**config.mk**
```make
export PLATFORM = sky130hd
export DESIGN_NAME = lcd_rect_writer
export DESIGN_NICKNAME = d
export VERILOG_FILES = /design/src/rtl/lcd_pkg.sv /design/src/rtl/lcd_xy_scan.sv /design/src/rtl/lcd_rect_writer.sv
export SDC_FILE = /design/constraint.sdc
export NUM_CORES = 1
export LEC_CHECK = 0
export BUFFER_PORTS_ARGS = -buffer_cell sky130_fd_sc_hd__buf_4
export CORE_ASPECT_RATIO = 0.8
export CORE_UTILIZATION = 45
export DETAILED_ROUTE_END_ITERATION = 10
export PLACE_DENSITY_LB_ADDON = 0.08
export SETUP_SLACK_MARGIN = 0.1
export SLEW_MARGIN = 40
export SYNTH_ARGS = -nofsm -noshare
export SYNTH_HDL_FRONTEND = slang
export SYNTH_SLANG_ARGS = --single-unit
```
**constraint.sdc**
```tcl
create_clock -name clk -period 8.29 [get_ports clk]
set_clock_uncertainty 0.05 [all_clocks]
set_input_delay 1.658 -clock clk [delete_from_list [all_inputs] [get_ports clk]]
set_output_delay 1.658 -clock clk [all_outputs]
set_load 0.02 [all_outputs]
```
**src/rtl/lcd_pkg.sv**
```systemverilog
// Shared LCD image-memory definitions: FSM states, screen geometry and the RGB565 pixel type.
// Used by the rectangle writer, the block ROM/RAM reader and the scan-out logic.
package lcd_pkg;

    localparam int LCD_ADDR_WIDTH = 8;
    localparam int LCD_DATA_WIDTH = 16;
    localparam int LCD_LINE_WIDTH = 16;
    localparam int LCD_ROWS       = (2 ** LCD_ADDR_WIDTH) / LCD_LINE_WIDTH;

    typedef enum logic [1:0] {
        ST_IDLE = 2'd0,
        ST_FILL = 2'd1,
        ST_DONE = 2'd2
    } lcd_state_e;

    typedef struct packed {
        logic [4:0] r;
        logic [5:0] g;
        logic [4:0] b;
    } rgb565_t;

    function automatic rgb565_t rgb565_pack(input logic [4:0] r, input logic [5:0] g,
                                            input logic [4:0] b);
        rgb565_t p;
        p.r = r;
        p.g = g;
        p.b = b;
        return p;
    endfunction

endpackage

```
**src/rtl/lcd_xy_scan.sv**
```systemverilog
// Raster x/y counter for the rectangle writer: loads the origin, steps across a row,
// reloads x at the row end and flags the final pixel of the clipped rectangle.
module lcd_xy_scan
    import lcd_pkg::*;
#(
    parameter int AW = LCD_ADDR_WIDTH
) (
    input  logic          clk,
    input  logic          rst,
    input  logic          load_i,
    input  logic          step_i,
    input  logic [AW-1:0] x0_i,
    input  logic [AW-1:0] y0_i,
    input  logic [AW-1:0] xr_i,
    input  logic [AW:0]   xe_i,
    input  logic [AW:0]   ye_i,
    output logic [AW-1:0] x_o,
    output logic [AW-1:0] y_o,
    output logic          row_end_o,
    output logic          last_o
);

    logic [AW-1:0] x_q, x_d;
    logic [AW-1:0] y_q, y_d;
    logic [AW:0]   x_inc;
    logic [AW:0]   y_inc;

    // Compare one bit wider than the coordinates so an end bound of LINE_WIDTH/ROWS fits.
    assign x_inc     = {1'b0, x_q} + (AW + 1)'(1);
    assign y_inc     = {1'b0, y_q} + (AW + 1)'(1);
    assign row_end_o = (x_inc == xe_i);
    assign last_o    = row_end_o && (y_inc == ye_i);

    always_comb begin
        x_d = x_q;
        y_d = y_q;
        if (load_i) begin
            x_d = x0_i;
            y_d = y0_i;
        end else if (step_i) begin
            if (row_end_o) begin
                x_d = xr_i;
                y_d = y_inc[AW-1:0];
            end else begin
                x_d = x_inc[AW-1:0];
            end
        end
    end

    always_ff @(posedge clk) begin
        if (rst) begin
            x_q <= '0;
            y_q <= '0;
        end else begin
            x_q <= x_d;
            y_q <= y_d;
        end
    end

    assign x_o = x_q;
    assign y_o = y_q;

endmodule

```
**src/rtl/lcd_rect_writer.sv**
```systemverilog
// Rectangle-fill write engine: takes one clipped fill command and issues one image-RAM
// write per clock, then pulses done. All outputs come straight from registers.
module lcd_rect_writer
    import lcd_pkg::*;
#(
    parameter int ADDR_WIDTH = LCD_ADDR_WIDTH,
    parameter int DATA_WIDTH = LCD_DATA_WIDTH,
    parameter int LINE_WIDTH = LCD_LINE_WIDTH
) (
    input  logic                  clk,
    input  logic                  rst,
    input  logic                  start,
    input  logic [ADDR_WIDTH-1:0] x0,
    input  logic [ADDR_WIDTH-1:0] y0,
    input  logic [ADDR_WIDTH-1:0] w,
    input  logic [ADDR_WIDTH-1:0] h,
    input  logic [DATA_WIDTH-1:0] color,
    output logic                  busy,
    output logic                  done,
    output logic                  we,
    output logic [ADDR_WIDTH-1:0] waddr,
    output logic [DATA_WIDTH-1:0] wdata
);

    localparam int ROWS = (2 ** ADDR_WIDTH) / LINE_WIDTH;
    localparam int XW   = $clog2(LINE_WIDTH);
    localparam logic [ADDR_WIDTH:0] LW_X   = (ADDR_WIDTH + 1)'(LINE_WIDTH);
    localparam logic [ADDR_WIDTH:0] ROWS_X = (ADDR_WIDTH + 1)'(ROWS);

    lcd_state_e            state_q, state_d;
    logic [ADDR_WIDTH-1:0] xr_q, xr_d;
    logic [ADDR_WIDTH:0]   xe_q, xe_d;
    logic [ADDR_WIDTH:0]   ye_q, ye_d;
    logic [DATA_WIDTH-1:0] color_q, color_d;
    logic                  we_q, we_d;
    logic                  busy_q, busy_d;
    logic                  done_q, done_d;

    logic [ADDR_WIDTH:0]   sum_x, sum_y, xe_clip, ye_clip;
    logic                  empty_cmd;
    logic                  scan_load, scan_step;
    logic                  scan_row_end, scan_last;
    logic [ADDR_WIDTH-1:0] scan_x, scan_y;

    // Widened sums so x0+w cannot wrap before clipping to the screen edge.
    assign sum_x     = {1'b0, x0} + {1'b0, w};
    assign sum_y     = {1'b0, y0} + {1'b0, h};
    assign xe_clip   = (sum_x > LW_X)   ? LW_X   : sum_x;
    assign ye_clip   = (sum_y > ROWS_X) ? ROWS_X : sum_y;
    assign empty_cmd = (w == '0) || (h == '0) || ({1'b0, x0} >= LW_X) || ({1'b0, y0} >= ROWS_X);

    // Hold the scanner on the last pixel so waddr keeps the final address afterwards.
    assign scan_load = (state_q == ST_IDLE) && start && !empty_cmd;
    assign scan_step = we_q && !scan_last;

    lcd_xy_scan #(
        .AW(ADDR_WIDTH)
    ) u_scan (
        .clk      (clk),
        .rst      (rst),
        .load_i   (scan_load),
        .step_i   (scan_step),
        .x0_i     (x0),
        .y0_i     (y0),
        .xr_i     (xr_q),
        .xe_i     (xe_q),
        .ye_i     (ye_q),
        .x_o      (scan_x),
        .y_o      (scan_y),
        .row_end_o(scan_row_end),
        .last_o   (scan_last)
    );

    always_comb begin
        state_d = state_q;
        xr_d    = xr_q;
        xe_d    = xe_q;
        ye_d    = ye_q;
        color_d = color_q;
        we_d    = 1'b0;
        busy_d  = busy_q;
        done_d  = 1'b0;
        unique case (state_q)
            ST_IDLE: begin
                if (start) begin
                    xr_d    = x0;
                    xe_d    = xe_clip;
                    ye_d    = ye_clip;
                    color_d = color;
                    busy_d  = 1'b1;
                    if (empty_cmd) begin
                        state_d = ST_DONE;
                        done_d  = 1'b1;
                    end else begin
                        state_d = ST_FILL;
                        we_d    = 1'b1;
                    end
                end
            end
            ST_FILL: begin
                if (scan_last) begin
                    state_d = ST_DONE;
                    done_d  = 1'b1;
                end else begin
                    we_d = 1'b1;
                end
            end
            ST_DONE: begin
                state_d = ST_IDLE;
                busy_d  = 1'b0;
            end
            default: begin
                state_d = ST_IDLE;
                busy_d  = 1'b0;
            end
        endcase
    end

    always_ff @(posedge clk) begin
        if (rst) begin
            state_q <= ST_IDLE;
            xr_q    <= '0;
            xe_q    <= '0;
            ye_q    <= '0;
            color_q <= '0;
            we_q    <= 1'b0;
            busy_q  <= 1'b0;
            done_q  <= 1'b0;
        end else begin
            state_q <= state_d;
            xr_q    <= xr_d;
            xe_q    <= xe_d;
            ye_q    <= ye_d;
            color_q <= color_d;
            we_q    <= we_d;
            busy_q  <= busy_d;
            done_q  <= done_d;
        end
    end

    // LINE_WIDTH is a power of two, so the row offset is a pure shift of the y register.
    assign waddr = (scan_y << XW) | scan_x;
    assign wdata = color_q;
    assign we    = we_q;
    assign busy  = busy_q;
    assign done  = done_q;

endmodule
```
Word level (Yosys, flattened, before mapping)
Cells that the tools add are included. Widths: inputs -> output; s select.

Flip-flop bits (word level): 63. Latch bits: 0. Bits in writable memories: 0. Memory bits (read-only): 0. Output and inout bits: 27. Word-level logic and storage cells: 65. Memories: 0.

$add $sub $neg: 4. Multiply operators: 0. Divide/modulo/power cells: 0. $lt $le $gt $ge: 4. Equal/unequal tests: 5. Shift operators: 0. Muxes and demuxes: 22. Bitwise gates (word level): 2. Reductions and logical operators: 18.

Operators by type and width (count): $mux 8 (6); $add 8x1->9 const B (2); $add 8x8->9 (2); $eq 9x9->1 (2); $gt 9x5->1 const B (2); $mux 9 (2); $ge 8x5->1 const B (2); $logic_not 8->1 (2); $or 8x8->8 (1); $reduce_and 2->1 (4); $mux 1 (7); $mux 2 (3); $pmux 1 s2 (3); $logic_and 1x1->1 (4); $ne 2x2->1 const B (2); $pmux 2 s2 (1); $reduce_bool 2->1 (2); $logic_or 1x1->1 (3); $eq 2x1->1 const B (1); $logic_not 1->1 (2); $logic_not 2->1 (1); $not 1->1 (1).

Depth between registers and ports, before layout
Word-level depth: 8. Depth in mapped cells: 10. Mapped depth without buffers: 10.

Hierarchy
From an unflattened synthesis, not the netlist that was laid out.

Cells, all modules: 498. Area total of the unflattened synthesis: 4052.6 sq um.

By module, submodules not included: lcd_rect_writer (instances 1, cells an instance 279, area an instance 2359.8 sq um, sequential area each 940.9 sq um); lcd_xy_scan (instances 1, cells an instance 219, area an instance 1692.9 sq um, sequential area each 320.3 sq um).

Worst setup path before layout
OpenSTA, ideal clock, no wires.

Kind: input to register. Start point: in x0[0]. End point: reg xe_q[2]. Arrival time: 3.298 ns. Data required time: 8.175 ns. Slack: 4.877 ns. Cell stages on the path: 10. Cells stage by stage: ha_1 > inv_1 > fa_1 > inv_1 > a21o_1 > or4_1 > a21oi_1 > o221a_2 > a22oi_1 > nor2_1.

Cells in the longest elaborated chain, start to end: 3.

RTL lines: start, declared (RTL line lcd_rect_writer.sv:13) `input logic [ADDR_WIDTH-1:0] x0,`; $add 8x8->9 (*) (RTL line lcd_rect_writer.sv:46) `assign sum_x = {1'b0, x0} + {1'b0, w};`; $gt 9x5->1 (RTL line lcd_rect_writer.sv:48) `assign xe_clip = (sum_x > LW_X) ? LW_X : sum_x;`; $mux 9 (*) (RTL line lcd_rect_writer.sv:48); end signal, assigned (RTL line lcd_rect_writer.sv:123) `xe_q <= '0;`; end signal, assigned (RTL line lcd_rect_writer.sv:132) `xe_q <= xe_d;`; end, declared (RTL line lcd_rect_writer.sv:32) `logic [ADDR_WIDTH:0] xe_q, xe_d;`.

Mark *: on every way between the ends. The rest lies on a longest branch, timed or not. A chain may end at the register's enable or synchronous reset.

Worst setup path after layout
Start point: in w[1]. End point: reg u_scan.y_q[5], in the netlist u_scan.y_o[5].

Cells in the longest elaborated chain, start to end: 8. Elaborated cells on any way between the ends: 10.

RTL lines: start, declared (RTL line lcd_rect_writer.sv:15) `input logic [ADDR_WIDTH-1:0] w,`; $logic_not 8->1 (*) (RTL line lcd_rect_writer.sv:50) `assign empty_cmd = (w == '0) || (h == '0) || ({1'b0, x0} >= LW_X) || ({1'b0, y0} >= ROWS_X);`; $logic_or 1x1->1 (*) (3 in series) (RTL line lcd_rect_writer.sv:50); $logic_not 1->1 (*) (RTL line lcd_rect_writer.sv:53) `assign scan_load = (state_q == ST_IDLE) && start && !empty_cmd;`; $logic_and 1x1->1 (*) (RTL line lcd_rect_writer.sv:53); $reduce_bool 2->1 (no line); $reduce_and 2->1 (no line); end signal, assigned (RTL line lcd_xy_scan.sv:56) `y_q <= y_d;`; end, declared (RTL line lcd_xy_scan.sv:24) `logic [AW-1:0] y_q, y_d;`.

Marks and branches as above.

==> key figures <==
Synth
  – Mean Syn Cell Area: approximately 8.2 um2
  – Prevailing post-synth register cell: dfxtp_1
  – Mux cell area share after synthesis: 0%
  – Seq cells post-synth: 63
  – Post-synthesis adder-cell area fraction: 7.17%
  – Yosys top cell by area: dfxtp_1
  – Simple-Gate Fraction of Synth Area: 25.2%
  – Count of flip-flops with a built-in enable after synthesis: 0
  – Main combinational cell family by area after synthesis: simple AND/OR/NAND/NOR gates
  – Ys async rst share: 0%
  – Post-synth top cells: nand2_1 (72), dfxtp_1 (63), a21oi_1 (36)
  – Synth cell types: 60
  – Sequential cell area fraction in the yosys report: roughly a third
  – Top cell type's share of synthesized area: 34.1%
  – Synth warn: 0
  – Complex-gate fraction of the synthesized area: 22.4%
  – Top cells by area in the synthesized netlist: dfxtp_1 (34%), nand2_1 (7.3%), ha_1 (6.1%), a21oi_1 (4.9%), xnor2_1 (3.8%)
  – Post-Syn Area: 3700 um2
  – Synth Area in XOR/XNOR: 5.68%
  – Synth Instances: ~450
  – Synth Net Count: 524
  – Top-count cell post-synth: nand2_1

Pwr
  – VDD IR max: 0.0746 mV
  – Combinational share of power: 13.6%
  – Int Pwr: 526 uW
  – Sw Ratio: 26.6%
  – Sw Pwr: between 150 and 200 uW
  – PwrDens: 158 nW/um2
  – Sequential Power Share: between 40 and 50%
  – Clock share of power: 42.1%
  – Cell leakage power: 1.84 nW

Clock network
  – Root buffer cell: clkbuf_8
  – Hold-fix buffers, CTS: 0
  – CTS tree: built
  – Clk_lat worst skew: 0.34 ns
  – Clock Sinks: 63
  – H-tree depth: 3
  – Clk pin slew, worst setup/hold paths: 0.08 ns
  – Post-CTS Setup Bufs: 0
  – Clock Path Buffers: 2
  – Post-CTS sizing: 0
  – Clock buffer count from CTS: 9

Worst setup path
  – Reg-to-reg slack, setup: 5.12 ns
  – Crit path max fanout: 21
  – Critical path launch point type: input pin
  – Crit path capture type: flop
  – RR Startpoint: u_scan.x_o[0]$_SDFFE_PP0P_
  – Worst EP arrival: 4.09 ns
  – Critical Path Source: w[1]
  – CP Capture Point: u_scan.y_o[5]$_SDFFE_PP0P_
  – Setup Crit Path Kind: in2reg
  – Worst path required time: 8.53 ns
  – Worst Reg-to-Reg Cells: 8
  – FF-to-FF End: u_scan.y_o[2]$_SDFFE_PP0P_

Place
  – Gpl congestion: 0.842
  – PortBufs: 77
  – Pre-CTS WS: 4.16 ns
  – Hpwl dp: 7160 um

Final layout
  – Fillers: roughly 760
  – ANT cells: 0
  – Layout cells sized above 1: 21.8%
  – Layout Nets: 589
  – Seq. cell area: 1260 um2
  – Combined area of the multi-input logic cells: 2250 um2
  – Area growth syn-to-layout: 22.3%

Timing
  – Worst slew pin tran: 0.765 ns
  – Final hold vios: 0
  – Post-route clock period utilization: 46.4%
  – Relative slew slack: between 40% and 50%
  – Slew Limit Fails: 0
  – RSZ-0062 raised after global routing: false
  – Count of final setup violators: 0
  – Worst Hold Slack: roughly 0.41 ns
  – Smallest setup slack after layout: 4.44 ns
  – Fin crit period: between 3 and 4 ns
  – Setup TNS: 0 ns
  – FMAX: approximately 260 MHz

Detailed routing
  – Post-Route WL: 9730 um
  – Vias per cell: 5.64
  – Post-route ant nets: 0
  – DR WL/cell: 15.4 um
  – Initial DRC Count: 196
  – TritonRoute pass-1 iters: 4
  – DRC violations left: 0
  – Vias: 3560

Global routing
  – Largest net degree at the start of global routing: 51
  – GR Overflow Total: 0
  – Vias in the first global route: around 3300
  – Initial antenna violation count: 0
  – Tot GR Track Use: between 20% and 30%
  – First-pass GRT wire length: 16000 um

Hold path
  – WHS Path Cells: 2
  – HP Class: reg2reg

Die
  – Core area: 7950 um2
  – Full die area: 8590 um2
  – I/O pins: 78
  – Die Span X: between 100 and 150 um
  – Row count: 29
  – Initial Util: 46.6%
  – Die Span Y: 83.1 um

Run
  – Max Cap Viol: 0

Outcome
  – Status: complete, no violations
==> logic make-up (layout without fill, tap and decap cells) <==
family	after synthesis	in the layout
flops	63	63
fa+ha+maj	20	20
buf+inv	44	114
compound gates	115	115
simple gates	187	187
xor+xnor	24	24
==> power groups by stage <==
stage | Combinational [mW] | Clock, mW | Sequential, mW
after floorplan | 0.0488 | 0 | 0.329
after global placement | 0.0965 | 0 | 0.324
after detailed placement | 0.0979 | 0 | 0.325
after CTS | 0.0983 | 0.307 | 0.317
after global routing | 0.109 | 0.324 | 0.319
final | 0.0977 | 0.302 | 0.317
==> critical path: stages <==
cell	delay, ns
buf_4	0.12
nor4_1	0.49
nand2_1	0.12
nand4_1	0.13
nand2b_1	0.62
nand2b_1	0.34
or4_1	0.54
nand2_1	0.08
==> through the flow <==
| step | total power, mW | instance area (um2) | std cells | util, % |
|---|---|---|---|---|
| floorplan | 0.378 | 3700 | 453 | - |
| global placement | 0.421 | 4300 | 615 | 54.1 |
| detailed placement | 0.422 | 4300 | 615 | 54.1 |
| CTS | 0.723 | 4520 | 631 | 56.9 |
| global route | 0.751 | 4530 | 631 | 57.0 |
| finish | 0.717 | 4530 | 631 | 57.0 |
==> per-layer routing <==
metal	part of all wire (%)	vias to the layer above	global-route usage [%]	wire (um)
met1	48	1667	34.2	4620
met3	4.8	12	5.30	462
li1	-	1780	-	-
met5	0	-	0	0
met2	47	101	36.3	4540
met4	0.99	0	5.38	96
==> flip-flops by register name (all words and copies together), names as in the netlist <==
register,count
done,1
we,1
xr_q,8
wdata,16
xe_q,9
state_q,2
busy,1
ye_q,9
u_scan.x_o,8
u_scan.y_o,8
==> how the worst min path moves through the flow <==
stage,startpoint,endpoint
finish,wdata[9]$_SDFFE_PP0P_,wdata[9]$_SDFFE_PP0P_
CTS,wdata[4]$_SDFFE_PP0P_,wdata[4]$_SDFFE_PP0P_
global route,wdata[6]$_SDFFE_PP0P_,wdata[6]$_SDFFE_PP0P_
global placement,xr_q[3]$_SDFFE_PP0P_,xr_q[3]$_SDFFE_PP0P_
detailed placement,wdata[9]$_SDFFE_PP0P_,wdata[9]$_SDFFE_PP0P_
floorplan,xr_q[3]$_SDFFE_PP0P_,xr_q[3]$_SDFFE_PP0P_
==> area by class of cell <==
class                      instances  share of cell area [%]
clock buffer                       9                    2.74
timing repair buffer              79                    13.1
sequential                        63                    27.9
clock inverter                     7                    2.13
multi-input combinational        346                    49.6
tap                              108                    2.98
inverter                          19                    1.58
==> layout by cell type (no fill, tap or decap), types with 3 or more instances in the layout <==
cell type	Yosys	layout
a211oi_1	8	8
and2_1	9	9
a21o_1	6	6
nand2_1	72	72
o2111ai_1	3	3
o211ai_1	5	5
or2_2	5	5
o21ai_0	12	12
xor2_1	8	8
or4_1	9	9
nand2b_1	6	6
xnor2_1	16	16
nand4_1	8	8
a21oi_1	36	36
a22oi_1	8	8
nor4_1	11	10
nand3_1	9	9
or3_1	3	3
a311oi_1	4	4
a211o_1	4	4
o21bai_1	3	3
nor3_1	9	9
inv_1	19	19
ha_1	18	18
buf_4	5	79
a31oi_1	4	4
clkbuf_8	0	9
dfxtp_1	63	63
nor2_1	30	30
No activity file was read; power rests on OpenSTA's default activity.
